$ cat src/rtl/en_serial_cmp_ctrl_pkg.sv
// Shared definitions for the lsi_10k serial controllers.
// The state encodings are fixed so that later serial controllers decode them the same way.
package en_serial_cmp_ctrl_pkg;

    typedef enum logic [1:0] {
        ST_IDLE  = 2'b00,
        ST_SHIFT = 2'b01,
        ST_DONE  = 2'b10
    } state_e;

endpackage

$ cat src/rtl/en_serial_cmp_ctrl_if.sv
// Handshake and operand/result bundle for the serial word comparator.
interface en_serial_cmp_ctrl_if #(
    parameter int W  = 8,
    parameter int CW = 4
);
    logic          START;
    logic          ABORT;
    logic [W-1:0]  A_IN;
    logic [W-1:0]  B_IN;
    logic          BUSY;
    logic          DONE;
    logic          EQ;
    logic [CW-1:0] MCNT;

    modport master (output START, ABORT, A_IN, B_IN, input BUSY, DONE, EQ, MCNT);
    modport slave  (input START, ABORT, A_IN, B_IN, output BUSY, DONE, EQ, MCNT);
endinterface

$ cat src/rtl/en_serial_cmp_ctrl_en.sv
// lsi_10k EN cell: 2-input XNOR, Z = ~(A ^ B).
module en_serial_cmp_ctrl_en (
    input  logic A,
    input  logic B,
    output logic Z
);
    assign Z = ~(A ^ B);
endmodule

$ cat src/rtl/en_serial_cmp_ctrl.sv
// Bit-serial word comparator: one EN cell time-shared over W bit pairs,
// counting matching positions and reporting EQ/MCNT with a START/BUSY/DONE handshake.
module en_serial_cmp_ctrl
    import en_serial_cmp_ctrl_pkg::*;
#(
    parameter int W  = 8,
    parameter int CW = 4
) (
    input logic                 CP,
    input logic                 CD,
    en_serial_cmp_ctrl_if.slave bus
);

    state_e        st_q, st_d;
    logic [W-1:0]  sa_q, sa_d, sb_q, sb_d;
    logic [CW-1:0] acc_q, acc_d, bitcnt_q, bitcnt_d, mcnt_q, mcnt_d;
    logic          busy_q, busy_d, done_q, done_d, eq_q, eq_d;
    logic          match, last;
    logic [CW-1:0] acc_sum;

    en_serial_cmp_ctrl_en u_en (
        .A (sa_q[0]),
        .B (sb_q[0]),
        .Z (match)
    );

    assign last    = (bitcnt_q == CW'(W - 1));
    assign acc_sum = acc_q + CW'(match);

    always_ff @(posedge CP or negedge CD) begin
        if (!CD) st_q <= ST_IDLE;
        else     st_q <= st_d;
    end

    // ABORT outranks the final SHIFT edge, so an aborted compare never reports.
    always_comb begin
        st_d = st_q;
        case (st_q)
            ST_IDLE:  if (bus.START) st_d = ST_SHIFT;
            ST_SHIFT: begin
                if (bus.ABORT)  st_d = ST_IDLE;
                else if (last)  st_d = ST_DONE;
            end
            ST_DONE:  st_d = ST_IDLE;
            default:  st_d = ST_IDLE;
        endcase
    end

    always_comb begin
        sa_d     = sa_q;
        sb_d     = sb_q;
        acc_d    = acc_q;
        bitcnt_d = bitcnt_q;
        mcnt_d   = mcnt_q;
        eq_d     = eq_q;
        busy_d   = busy_q;
        done_d   = 1'b0;
        case (st_q)
            ST_IDLE: begin
                if (bus.START) begin
                    sa_d     = bus.A_IN;
                    sb_d     = bus.B_IN;
                    acc_d    = '0;
                    bitcnt_d = '0;
                    busy_d   = 1'b1;
                end
            end
            ST_SHIFT: begin
                if (bus.ABORT) begin
                    busy_d = 1'b0;
                end else begin
                    sa_d     = sa_q >> 1;
                    sb_d     = sb_q >> 1;
                    acc_d    = acc_sum;
                    bitcnt_d = bitcnt_q + 1'b1;
                    // EQ comes from the final count, not a running AND.
                    if (last) begin
                        mcnt_d = acc_sum;
                        eq_d   = (acc_sum == CW'(W));
                        done_d = 1'b1;
                        busy_d = 1'b0;
                    end
                end
            end
            default: ;
        endcase
    end

    always_ff @(posedge CP or negedge CD) begin
        if (!CD) begin
            sa_q     <= '0;
            sb_q     <= '0;
            acc_q    <= '0;
            bitcnt_q <= '0;
            mcnt_q   <= '0;
            eq_q     <= 1'b0;
            busy_q   <= 1'b0;
            done_q   <= 1'b0;
        end else begin
            sa_q     <= sa_d;
            sb_q     <= sb_d;
            acc_q    <= acc_d;
            bitcnt_q <= bitcnt_d;
            mcnt_q   <= mcnt_d;
            eq_q     <= eq_d;
            busy_q   <= busy_d;
            done_q   <= done_d;
        end
    end

    assign bus.BUSY = busy_q;
    assign bus.DONE = done_q;
    assign bus.EQ   = eq_q;
    assign bus.MCNT = mcnt_q;

endmodule

$ cat src/flat_wrapper.sv
// flat-port wrapper written by rule: the top's interface ports become plain ports
module en_serial_cmp_ctrl_flat import en_serial_cmp_ctrl_pkg::*;
#(
    parameter int W  = 8,
    parameter int CW = 4
)
  (CP, CD, bus_START, bus_ABORT, bus_A_IN, bus_B_IN, bus_BUSY, bus_DONE, bus_EQ, bus_MCNT);
  en_serial_cmp_ctrl_if #(.W(W), .CW(CW)) bus_i ();
  input logic CP;
  input logic CD;
  input wire logic [$bits(bus_i.START)-1:0] bus_START;
  input wire logic [$bits(bus_i.ABORT)-1:0] bus_ABORT;
  input wire logic [$bits(bus_i.A_IN)-1:0] bus_A_IN;
  input wire logic [$bits(bus_i.B_IN)-1:0] bus_B_IN;
  output wire logic [$bits(bus_i.BUSY)-1:0] bus_BUSY;
  output wire logic [$bits(bus_i.DONE)-1:0] bus_DONE;
  output wire logic [$bits(bus_i.EQ)-1:0] bus_EQ;
  output wire logic [$bits(bus_i.MCNT)-1:0] bus_MCNT;
  assign bus_i.START = bus_START;
  assign bus_i.ABORT = bus_ABORT;
  assign bus_i.A_IN = bus_A_IN;
  assign bus_i.B_IN = bus_B_IN;
  assign bus_BUSY = bus_i.BUSY;
  assign bus_DONE = bus_i.DONE;
  assign bus_EQ = bus_i.EQ;
  assign bus_MCNT = bus_i.MCNT;
  en_serial_cmp_ctrl #(.W(W), .CW(CW)) u_core (.CP(CP), .CD(CD), .bus(bus_i));
endmodule
$ cat config.mk
export PLATFORM = sky130hd
export DESIGN_NAME = en_serial_cmp_ctrl_flat
export DESIGN_NICKNAME = d
export VERILOG_FILES = /design/src/rtl/en_serial_cmp_ctrl_pkg.sv /design/src/rtl/en_serial_cmp_ctrl_if.sv /design/src/rtl/en_serial_cmp_ctrl_en.sv /design/src/rtl/en_serial_cmp_ctrl.sv /design/src/flat_wrapper.sv
export SDC_FILE = /design/constraint.sdc
export NUM_CORES = 1
export LEC_CHECK = 0
export ABC_CLOCK_PERIOD_IN_PS = 4100
export CORE_MARGIN = 4
export CORE_UTILIZATION = 57
export CTS_BUF_LIST = sky130_fd_sc_hd__clkbuf_4 sky130_fd_sc_hd__clkbuf_8
export DETAILED_ROUTE_END_ITERATION = 8
export PLACE_DENSITY = 0.95
export SLEW_MARGIN = 20
export SYNTH_ARGS = -nofsm -noshare
export SYNTH_HDL_FRONTEND = slang
export SYNTH_SLANG_ARGS = --single-unit
$ cat constraint.sdc
create_clock -name CP -period 4.1 [get_ports CP]
set_clock_uncertainty 0.2 [all_clocks]
set_input_delay 0.82 -clock CP [delete_from_list [all_inputs] [get_ports CP]]
set_output_delay 0.82 -clock CP [all_outputs]
set_load 0.01 [all_outputs]
==> impl_metrics.csv, run 1 <==
group,metric,value,unit
synthesis,ys_async_sr_fraction,100,%
final_layout,drive_above_1_share,9.55,%
final_layout,areaGrowthSynthToFinish,23.7,%
detailed_routing,drc,0,
grt,grt_pass1_vias,1210,
job,maxCapViolCount,0,
grt,grt_pass1_wl,5460,um
detailed_routing,drt-initial-drc-count,58,
clock_tree,clockRootBuffer,"clkbuf_4",
final_layout,fin_nets,179,
grt,grt_max_degree,34,
final_layout,final_cells,187,
power_and_ir_drop,combPwrFrac,30.5,%
synthesis,dominantRegCellSynth,"dfrtp_1",
synthesis,synth_edf_count,0,
sta,fin_setup_tns,0,ns
clock_tree,cts.clk_slew.worst_paths,0.10,ns
floorplan,dieArea,3440,um2
critical_path,timing.rr.start,"u_core.st_q[1]$_DFFE_PN0P_",
sta,setup_viol,0,
sta,whs,0.300,ns
hold_path,min_to,"u_core.bus.MCNT[1]$_DFFE_PN0P_",
clock_tree,post-cts-setup-buffer-count,0,
power_and_ir_drop,p_int,634,uW
sta,period_needed,2.67,ns
final_layout,final_common_cell,"dfrtp_1",
critical_path,worst_setup_path_start_kind,"input port",
place,place_hpwl,2340,um
sta,slew_viol_final,0,
floorplan,design.core.area,2450,um2
final_layout,antenna_cells,0,
floorplan,io-pin-count,27,
power_and_ir_drop,ir_drop,0.360,mV
synthesis,synth_warnings,0,
clock_tree,clock-sinks,33,
critical_path,reg2reg_depth,3,
synthesis,syn_area,1460,um2
clock_tree,cts_tree,"built",
critical_path,r2r-end,"u_core.sa_q[0]$_DFFE_PN0P_",
hold_path,holdPathStages,1,
detailed_routing,ant_nets,0,
hold_path,min_from,"u_core.bus.MCNT[1]$_DFFE_PN0P_",
place,place_congestion,0.748,
clock_tree,clockBufferDepth,2,
detailed_routing,via_per_inst,5.95,
clock_tree,cts_resized,0,
detailed_routing,wl_per_cell,17.0,um
critical_path,worstSetupEndpointType,"flop",
power_and_ir_drop,p_seq_share,50.5,%
detailed_routing,drtPass1Iterations,4,
critical_path,reg2reg_slack,1.92,ns
power_and_ir_drop,power_density,529,nW/um2
floorplan,dieHeight,58.6,um
sta,max_freq,374,MHz
floorplan,num_rows,18,
synthesis,syn_nets,151,
critical_path,worstPathRequired,4.07,ns
synthesis,yosysSeqAreaShare,56.6,%
floorplan,initial_utilization,59.5,%
synthesis,synth_top_cell_area_share,56.6,%
synthesis,postSynthCellCount,128,
critical_path,crit_fanout,16,
run_status,status,"finished, final reports clean",
power_and_ir_drop,p_clk_share,19.0,%
floorplan,die_w,58.6,um
sta,slew_headroom,33.2,%
synthesis,ys_ff_latch,33,
grt,grt_antenna_before_repair,0,
grt,overflow,0,
power_and_ir_drop,switching_share,33.7,%
synthesis,yosysTopAreaCell,"dfrtp_1",
sta,rsz0062_at_grt,"no",
detailed_routing,vias,1113,
synthesis,avgSynthCellArea,11.4,um2
final_layout,fin_util,73.6,%
synthesis,synth_area_leaders,"dfrtp_1 (57%), mux2i_1 (4.8%), a21oi_1 (3.8%)",
place,port_buffers,26,
clock_tree,clock_latency,0.34,ns
critical_path,crit_type,"in2reg",
clock_tree,numCtsBuffers,5,
sta,finalHoldViolCount,0,
place,dp_cells,179,
sta,worstMarginPinSlew,1.00,ns
grt,grt_usage,21.7,%
hold_path,holdCritPathClass,"reg2reg",
sta,timing.final.crit_share,65.2,%
detailed_routing,routed_wl,3190,um
clock_tree,htreeDepth,2,
synthesis,synth.distinct_cells,31,
critical_path,arrival,2.65,ns
clock_tree,hold_buffers,0,
power_and_ir_drop,switchingPower,322,uW
final_layout,mostFrequentLayoutCells,"dfrtp_1 (33), clkdlybuf4s50_1 (26), a21oi_1 (11)",
power_and_ir_drop,p_leak,0.000817,uW
cells in the mapped netlist, types with 2 or more instances:
master and n:
mux2_1 2, o2bb2ai_1 2, a22o_1 6, clkbuf_1 5
ha_1 3, or3_1 2, o21ai_0 10, buf_2 3
nor2_1 4, a22oi_1 7, dfrtp_1 33, a21oi_1 11
xor2_1 2, inv_1 8, nor3_1 7, mux2i_1 7
nand3_1 2
metrics by stage:
| stage | area [um2] | worst slack (ns) | total power, uW |
|---|---|---|---|
| floorplan | 1460 | 1.99 | 660 |
| detailed placement | 1750 | 1.11 | 778 |
| global placement | 1750 | 1.23 | 747 |
| finish | 1810 | 1.43 | 956 |
| CTS | 1810 | 1.46 | 957 |
| global route | 1810 | 1.31 | 1010 |
critical path, stage by stage:
cell	delay [ns]
clkdlybuf4s50_1	0.45
nor3b_2	0.49
or2_0	0.70
a21oi_1	0.18
cell families (layout without fill, tap and decap cells):
logic type                 after synthesis  after routing  share of synthesized area (%)
adders and majority gates                3              3                           2.57
DFF                                     33             33                           56.6
muxes                                   10             10                           7.11
and+or+nand+nor                         23             23                           9.68
buffers and inverters                   16             45                           4.37
xor gates and xnor gates                 3              3                           1.80
AOI/OAI and AO/OA                       40             40                           17.9
layer usage:
| metal | routed length (um) | vias to the layer above | global-route usage [%] | part of all wire (%) |
|---|---|---|---|---|
| li1 | - | 516 | - | - |
| met1 | 1270 | 559 | 25.3 | 40 |
| met2 | 1710 | 28 | 36.2 | 54 |
| met3 | 123 | 10 | 5.04 | 3.9 |
| met4 | 85 | 0 | 13.3 | 2.7 |
| met5 | 0 | - | 0 | 0 |
registers in the layout, summed over array words and instances, names as in the netlist:
signal           count
u_core.sb_q          8
u_core.bus.MCNT      4
u_core.bus.BUSY      1
u_core.sa_q          8
u_core.bitcnt_q      4
u_core.st_q          2
u_core.bus.DONE      1
u_core.acc_q         4
u_core.bus.EQ        1
power by group through the flow:
| stage | clock network [uW] | registers [uW] | logic (uW) |
|---|---|---|---|
| 2_1_floorplan | 0 | 472 | 188 |
| 3_3_place_gp | 0 | 478 | 269 |
| 3_5_place_dp | 0 | 488 | 291 |
| 4_1_cts | 183 | 482 | 292 |
| 5_1_grt | 201 | 494 | 320 |
| 6_report | 182 | 483 | 291 |
cell type report:
cell class	count	area, um2
repair buffers	29	283
well taps	30	37.5
clock inverters	2	10.0
clock buffers	6	45.0
inverters	8	30.0
fillers	179	648
flip-flops and latches	33	826
multi-input cells	79	576
how the worst max path moves through the flow:
stage | from | to | slack, ns | cells after the start
after global placement | bus_ABORT | u_core.bitcnt_q[2]$_DFFE_PN0P_ | 1.23 | 4
after CTS | bus_ABORT | u_core.sa_q[0]$_DFFE_PN0P_ | 1.46 | 4
final | bus_ABORT | u_core.sa_q[0]$_DFFE_PN0P_ | 1.43 | 4
after detailed placement | bus_ABORT | u_core.sa_q[0]$_DFFE_PN0P_ | 1.11 | 4
after floorplan | bus_ABORT | u_core.bus.MCNT[0]$_DFFE_PN0P_ | 1.99 | 4
after global routing | bus_ABORT | u_core.sa_q[4]$_DFFE_PN0P_ | 1.31 | 4
No activity file was read; power rests on OpenSTA's default activity.
==> run 2, diff against run 1 <==
--- a/config.mk
+++ b/config.mk
@@ -5,12 +5,12 @@
 export SDC_FILE = /design/constraint.sdc
 export NUM_CORES = 1
 export LEC_CHECK = 0
-export ABC_CLOCK_PERIOD_IN_PS = 4100
+export ABC_CLOCK_PERIOD_IN_PS = 2250
 export CORE_MARGIN = 4
-export CORE_UTILIZATION = 57
+export CORE_UTILIZATION = 48
 export CTS_BUF_LIST = sky130_fd_sc_hd__clkbuf_4 sky130_fd_sc_hd__clkbuf_8
 export DETAILED_ROUTE_END_ITERATION = 8
-export PLACE_DENSITY = 0.95
+export PLACE_DENSITY = 0.89
 export SLEW_MARGIN = 20
 export SYNTH_ARGS = -nofsm -noshare
 export SYNTH_HDL_FRONTEND = slang
==> constraint.sdc (replaced) <==
create_clock -name CP -period 2.25 [get_ports CP]
set_clock_uncertainty 0.2 [all_clocks]
set_input_delay 0.45 -clock CP [delete_from_list [all_inputs] [get_ports CP]]
set_output_delay 0.45 -clock CP [all_outputs]
set_load 0.01 [all_outputs]
==> run 2 against run 1 <==
Net effect: sequential share of layout area decreased by 1.4 points; wire length is 0.50% higher; largest power group unchanged; total power rose by 85%.
==> impl_metrics.csv, run 2 (same netlist as run 1, synthesis figures left out) <==
group,metric,value,unit
run_status,status,"finished, final reports clean",
floorplan,dieArea,3990,um2
clock_tree,hold_buffers,0,
grt,grt_pass1_wl,5670,um
sta,setup_viol,0,
grt,grt_pass1_vias,1225,
final_layout,mostFrequentLayoutCells,"dfrtp_1 (33), clkdlybuf4s50_1 (26), a21oi_1 (11)",
sta,period_needed,2.01,ns
floorplan,io-pin-count,27,
floorplan,dieHeight,63.2,um
clock_tree,numCtsBuffers,5,
clock_tree,clock-sinks,33,
critical_path,crit_type,"reg2reg",
grt,grt_max_degree,34,
grt,grt_antenna_before_repair,0,
floorplan,die_w,63.2,um
clock_tree,clockRootBuffer,"clkbuf_4",
clock_tree,clock_latency,0.33,ns
final_layout,top_regs,"u_core.sa_q (8), u_core.sb_q (8)",
detailed_routing,vias,1150,
sta,slew_headroom,72.7,%
clock_tree,cts_resized,0,
critical_path,worst_setup_path_start_kind,"flop",
final_layout,antenna_cells,0,
job,maxCapViolCount,0,
sta,whs,0.295,ns
final_layout,ff_latch_area,826,um2
detailed_routing,drt-initial-drc-count,76,
final_layout,drive_above_1_share,12.9,%
place,place_congestion,0.740,
place,place_hpwl,2410,um
clock_tree,cts.clk_slew.worst_paths,0.09,ns
final_layout,multi_input_area,576,um2
clock_tree,htreeDepth,2,
floorplan,design.core.area,2830,um2
power_and_ir_drop,p_leak,0.000851,uW
sta,slew_viol_final,0,
critical_path,arrival,2.02,ns
sta,max_freq,499,MHz
detailed_routing,ant_nets,0,
detailed_routing,routed_wl,3200,um
final_layout,nFillCells,213,
detailed_routing,via_per_inst,5.93,
floorplan,initial_utilization,51.6,%
sta,finalHoldViolCount,0,
final_layout,final_common_cell,"dfrtp_1",
floorplan,num_rows,19,
hold_path,holdCritPathClass,"reg2reg",
final_layout,areaGrowthSynthToFinish,27.7,%
detailed_routing,wl_per_cell,16.5,um
sta,worstMarginPinSlew,0.410,ns
clock_tree,clockBufferDepth,2,
critical_path,crit_fanout,3,
power_and_ir_drop,power_density,949,nW/um2
sta,rsz0062_at_grt,"no",
final_layout,fin_nets,186,
clock_tree,post-cts-setup-buffer-count,0,
sta,fin_setup_tns,0,ns
detailed_routing,drc,0,
clock_tree,cts_tree,"built",
place,port_buffers,26,
power_and_ir_drop,ir_drop,0.455,mV
detailed_routing,drtPass1Iterations,4,
grt,grt_usage,18.6,%
grt,overflow,0,
sta,timing.final.crit_share,89.1,%
critical_path,worstSetupEndpointType,"flop",
critical_path,worstPathRequired,2.27,ns
==> run 2: cell count changes in the layout (fill, tap and decap cells not counted) <==
cell,previous run,this run
buf_4,3,10
clkinv_2,2,0
clkbuf_8,0,1
==> run 2: routing by layer <==
layer	share of wire (%)	GRT usage, %
met2	52	29.9
met1	40	23.0
met3	5.6	5.68
met4	2.4	8.26
met5	0	0
==> run 2: stage by stage <==
step,instance area [um2],util (%),setup slack [ns],power (uW),std cells
final,1860,65.9,0.245,1770,194
after global routing,1860,65.9,0.0795,1900,194
after CTS,1860,65.9,0.250,1780,194
after detailed placement,1810,63.8,0.0117,1440,187
after global placement,1810,63.8,0.0631,1390,187
after floorplan,1460,-,0.407,1200,128
==> run 2: final timing paths <==
kind	startpoint	endpoint	slack, ns	cells after the start
hold / removal	u_core.bus.MCNT[1]$_DFFE_PN0P_	u_core.bus.MCNT[1]$_DFFE_PN0P_	0.29	1
min in group asynchronous	CD	u_core.sb_q[2]$_DFFE_PN0P_	0.31	2
hold reg to reg	u_core.bus.MCNT[1]$_DFFE_PN0P_	u_core.bus.MCNT[1]$_DFFE_PN0P_	0.29	1
setup / recovery	u_core.sa_q[0]$_DFFE_PN0P_	u_core.bus.EQ$_DFFE_PN0P_	0.24	6
max in group asynchronous	CD	u_core.sa_q[0]$_DFFE_PN0P_	1.24	2
setup reg to reg	u_core.sa_q[0]$_DFFE_PN0P_	u_core.bus.EQ$_DFFE_PN0P_	0.24	6
==> run 2: critical path: stages, from the launching register on <==
cell,delay (ns)
dfrtp_1,0.40
xnor2_1,0.14
ha_1,0.20
ha_1,0.19
xor2_1,0.18
or3_1,0.32
o41ai_1,0.27
==> run 2: power breakdown <==
| group | total (uW) | internal [uW] | switching (uW) |
|---|---|---|---|
| Sequential | 873 | 758 | 115 |
| Combinational | 551 | 287 | 264 |
| Clock | 347 | 159 | 187 |
==> run 2: layout make-up <==
cell class,instances,area share [%]
multi-input cells,79,30.9
inverters,8,1.61
flip-flops and latches,33,44.3
repair buffers,36,18.0
clock buffers,7,3.15
well taps,31,2.08
==> run 3, diff against run 2 <==
--- a/config.mk
+++ b/config.mk
@@ -9,8 +9,10 @@
 export CORE_MARGIN = 4
 export CORE_UTILIZATION = 48
 export CTS_BUF_LIST = sky130_fd_sc_hd__clkbuf_4 sky130_fd_sc_hd__clkbuf_8
+export CTS_CLUSTER_DIAMETER = 30
+export CTS_CLUSTER_SIZE = 14
 export DETAILED_ROUTE_END_ITERATION = 8
-export PLACE_DENSITY = 0.89
+export PLACE_DENSITY = 0.73
 export SLEW_MARGIN = 20
 export SYNTH_ARGS = -nofsm -noshare
 export SYNTH_HDL_FRONTEND = slang
==> run 3 against run 2 <==
Net effect: cell area is 0.81% higher; combinational power is 3% lower; count of clock-buffer cells in the layout stayed put; sequential power is 0.9% lower; clock power is 33% higher; critical endpoint unchanged; largest power group unchanged.
==> impl_metrics.csv, run 3 (same netlist as run 1, synthesis figures left out) <==
group,metric,value,unit
grt,grt_max_degree,34,
clock_tree,hold_buffers,0,
detailed_routing,vias,1089,
floorplan,initial_utilization,51.6,%
place,dp_slack,0.00424,ns
grt,grt_antenna_before_repair,0,
detailed_routing,via_per_inst,5.64,
floorplan,die_w,63.2,um
floorplan,num_rows,19,
sta,fin_setup_tns,0,ns
clock_tree,cts_resized,0,
place,port_buffers,26,
detailed_routing,drtPass1Iterations,4,
place,dp_cells,185,
grt,grtUsageMet3,5.68,%
final_layout,areaGrowthSynthToFinish,28.7,%
detailed_routing,drc,0,
grt,overflow,0,
floorplan,io-pin-count,27,
clock_tree,numCtsBuffers,5,
grt,grt_pass1_vias,1127,
clock_tree,cts.clk_slew.worst_paths,0.10,ns
detailed_routing,ant_nets,0,
grt,top_usage_layer,"met2",
sta,fin_ws,0.201,ns
power_and_ir_drop,p_int,1310,uW
sta,timing.final.crit_share,91.1,%
sta,worstMarginPinSlew,0.550,ns
critical_path,path_cells,"xnor2_1 > ha_1 > ha_1 > xor2_1 > or3_1 > o41ai_1",
floorplan,dieArea,3990,um2
place,place_congestion,0.731,
place,place_hpwl,2100,um
critical_path,crit_fanout,3,
critical_path,crit_type,"reg2reg",
sta,slew_viol_final,0,
grt,met1_usage,19.1,%
power_and_ir_drop,switchingPower,547,uW
run_status,status,"finished, final reports clean",
hold_path,holdCritPathClass,"reg2reg",
clock_tree,clockBufferDepth,2,
place,dpl_cell_area,1790,um2
sta,slew_headroom,63.2,%
final_layout,mostFrequentLayoutCells,"dfrtp_1 (33), clkdlybuf4s50_1 (26), a21oi_1 (11)",
detailed_routing,drt-initial-drc-count,45,
critical_path,crit_path_max_incr_delay,0.40,ns
grt,gr-usage-met2,27.7,%
floorplan,design.core.area,2830,um2
final_layout,drive_above_1_share,12.3,%
clock_tree,clock_latency,0.32,ns
critical_path,arrival,2.06,ns
job,maxCapViolCount,0,
grt,grt_pass1_wl,5120,um
power_and_ir_drop,p_seq_share,46.4,%
sta,setup_viol,0,
detailed_routing,wl_per_cell,14.8,um
critical_path,timing.critical_path.mode_cell,"ha_1",
power_and_ir_drop,p_clk_share,24.9,%
critical_path,worstSetupEndpointType,"flop",
power_and_ir_drop,ir_drop,0.479,mV
power_and_ir_drop,power_density,991,nW/um2
final_layout,final_common_cell,"dfrtp_1",
critical_path,crit_slowest_cell,"dfrtp_1",
sta,rsz0062_at_grt,"no",
detailed_routing,routed_wl,2870,um
final_layout,nFillCells,232,
critical_path,worst_setup_path_start_kind,"flop",
power_and_ir_drop,p_leak,0.000855,uW
final_layout,fin_nets,184,
power_and_ir_drop,switching_share,29.4,%
critical_path,worstPathRequired,2.26,ns
power_and_ir_drop,combPwrFrac,28.7,%
clock_tree,cts_tree,"built",
clock_tree,clock-sinks,33,
final_layout,final_cells,193,
final_layout,final_area,1880,um2
sta,max_freq,488,MHz
grt,grt_usage,16.5,%
final_layout,antenna_cells,0,
clock_tree,post-cts-setup-buffer-count,0,
sta,finalHoldViolCount,0,
final_layout,top_regs,"u_core.sa_q (8), u_core.sb_q (8)",
clock_tree,clockRootBuffer,"clkbuf_4",
clock_tree,htreeDepth,2,
floorplan,dieHeight,63.2,um
sta,period_needed,2.05,ns
-- run 3: changes by cell type in the layout (fill, tap and decap cells not counted), sizes merged --
| cell | change |
|---|---|
| buf | -2 |
| bufinv | +1 |
-- run 3: path summary, 6_finish.rpt --
kind / from / endpoint / slack [ns] / cells past startpoint
max: u_core.sa_q[0]$_DFFE_PN0P_ / u_core.bus.EQ$_DFFE_PN0P_ / 0.20 / 6
min: u_core.bus.MCNT[2]$_DFFE_PN0P_ / u_core.bus.MCNT[2]$_DFFE_PN0P_ / 0.30 / 1
max reg2reg: u_core.sa_q[0]$_DFFE_PN0P_ / u_core.bus.EQ$_DFFE_PN0P_ / 0.20 / 6
min reg2reg: u_core.bus.MCNT[2]$_DFFE_PN0P_ / u_core.bus.MCNT[2]$_DFFE_PN0P_ / 0.30 / 1
max in group asynchronous: CD / u_core.sb_q[2]$_DFFE_PN0P_ / 1.24 / 2
min in group asynchronous: CD / u_core.bus.MCNT[1]$_DFFE_PN0P_ / 0.31 / 2
-- run 3: metal layers --
layer  wire, um  up-vias
met5          0        -
met4         19        0
met3        142        2
met2       1490       20
met1       1220      537
li1           -      530
-- run 3: cell type report --
| type | count | area [um2] | share of cell area [%] |
|---|---|---|---|
| repair buffers | 34 | 320 | 17.0 |
| multi-input cells | 79 | 576 | 30.6 |
| well taps | 31 | 38.8 | 2.06 |
| clock inverters | 1 | 30.0 | 1.60 |
| inverters | 8 | 30.0 | 1.60 |
| clock buffers | 7 | 58.8 | 3.13 |
| flip-flops and latches | 33 | 826 | 43.9 |
-- run 3: power by group through the flow --
stage	Combinational [uW]	Clock (uW)	Sequential, uW
2_1_floorplan	343	0	860
3_3_place_gp	520	0	867
3_5_place_dp	538	0	877
4_1_cts	543	481	866
5_1_grt	602	506	887
6_report	534	463	865
-- run 3: worst max-delay path, delay by kind of cell (launching register included) --
kind	cells	cell delay (ns)
XOR/XNOR	2	0.31
adder cells (fa/ha/maj)	2	0.40
AND/OR/NAND/NOR	1	0.33
flip-flops	1	0.40
AO/OA/AOI/OAI	1	0.30
-- run 3: per-stage QoR --
stage | total power, uW | hold WS [ns] | utilization [%]
floorplan | 1200 | -0.0456 | -
global placement | 1390 | 0.269 | 63.3
detailed placement | 1420 | 0.282 | 63.3
CTS | 1890 | 0.309 | 66.4
global route | 1990 | 0.321 | 66.4
finish | 1860 | 0.305 | 66.4
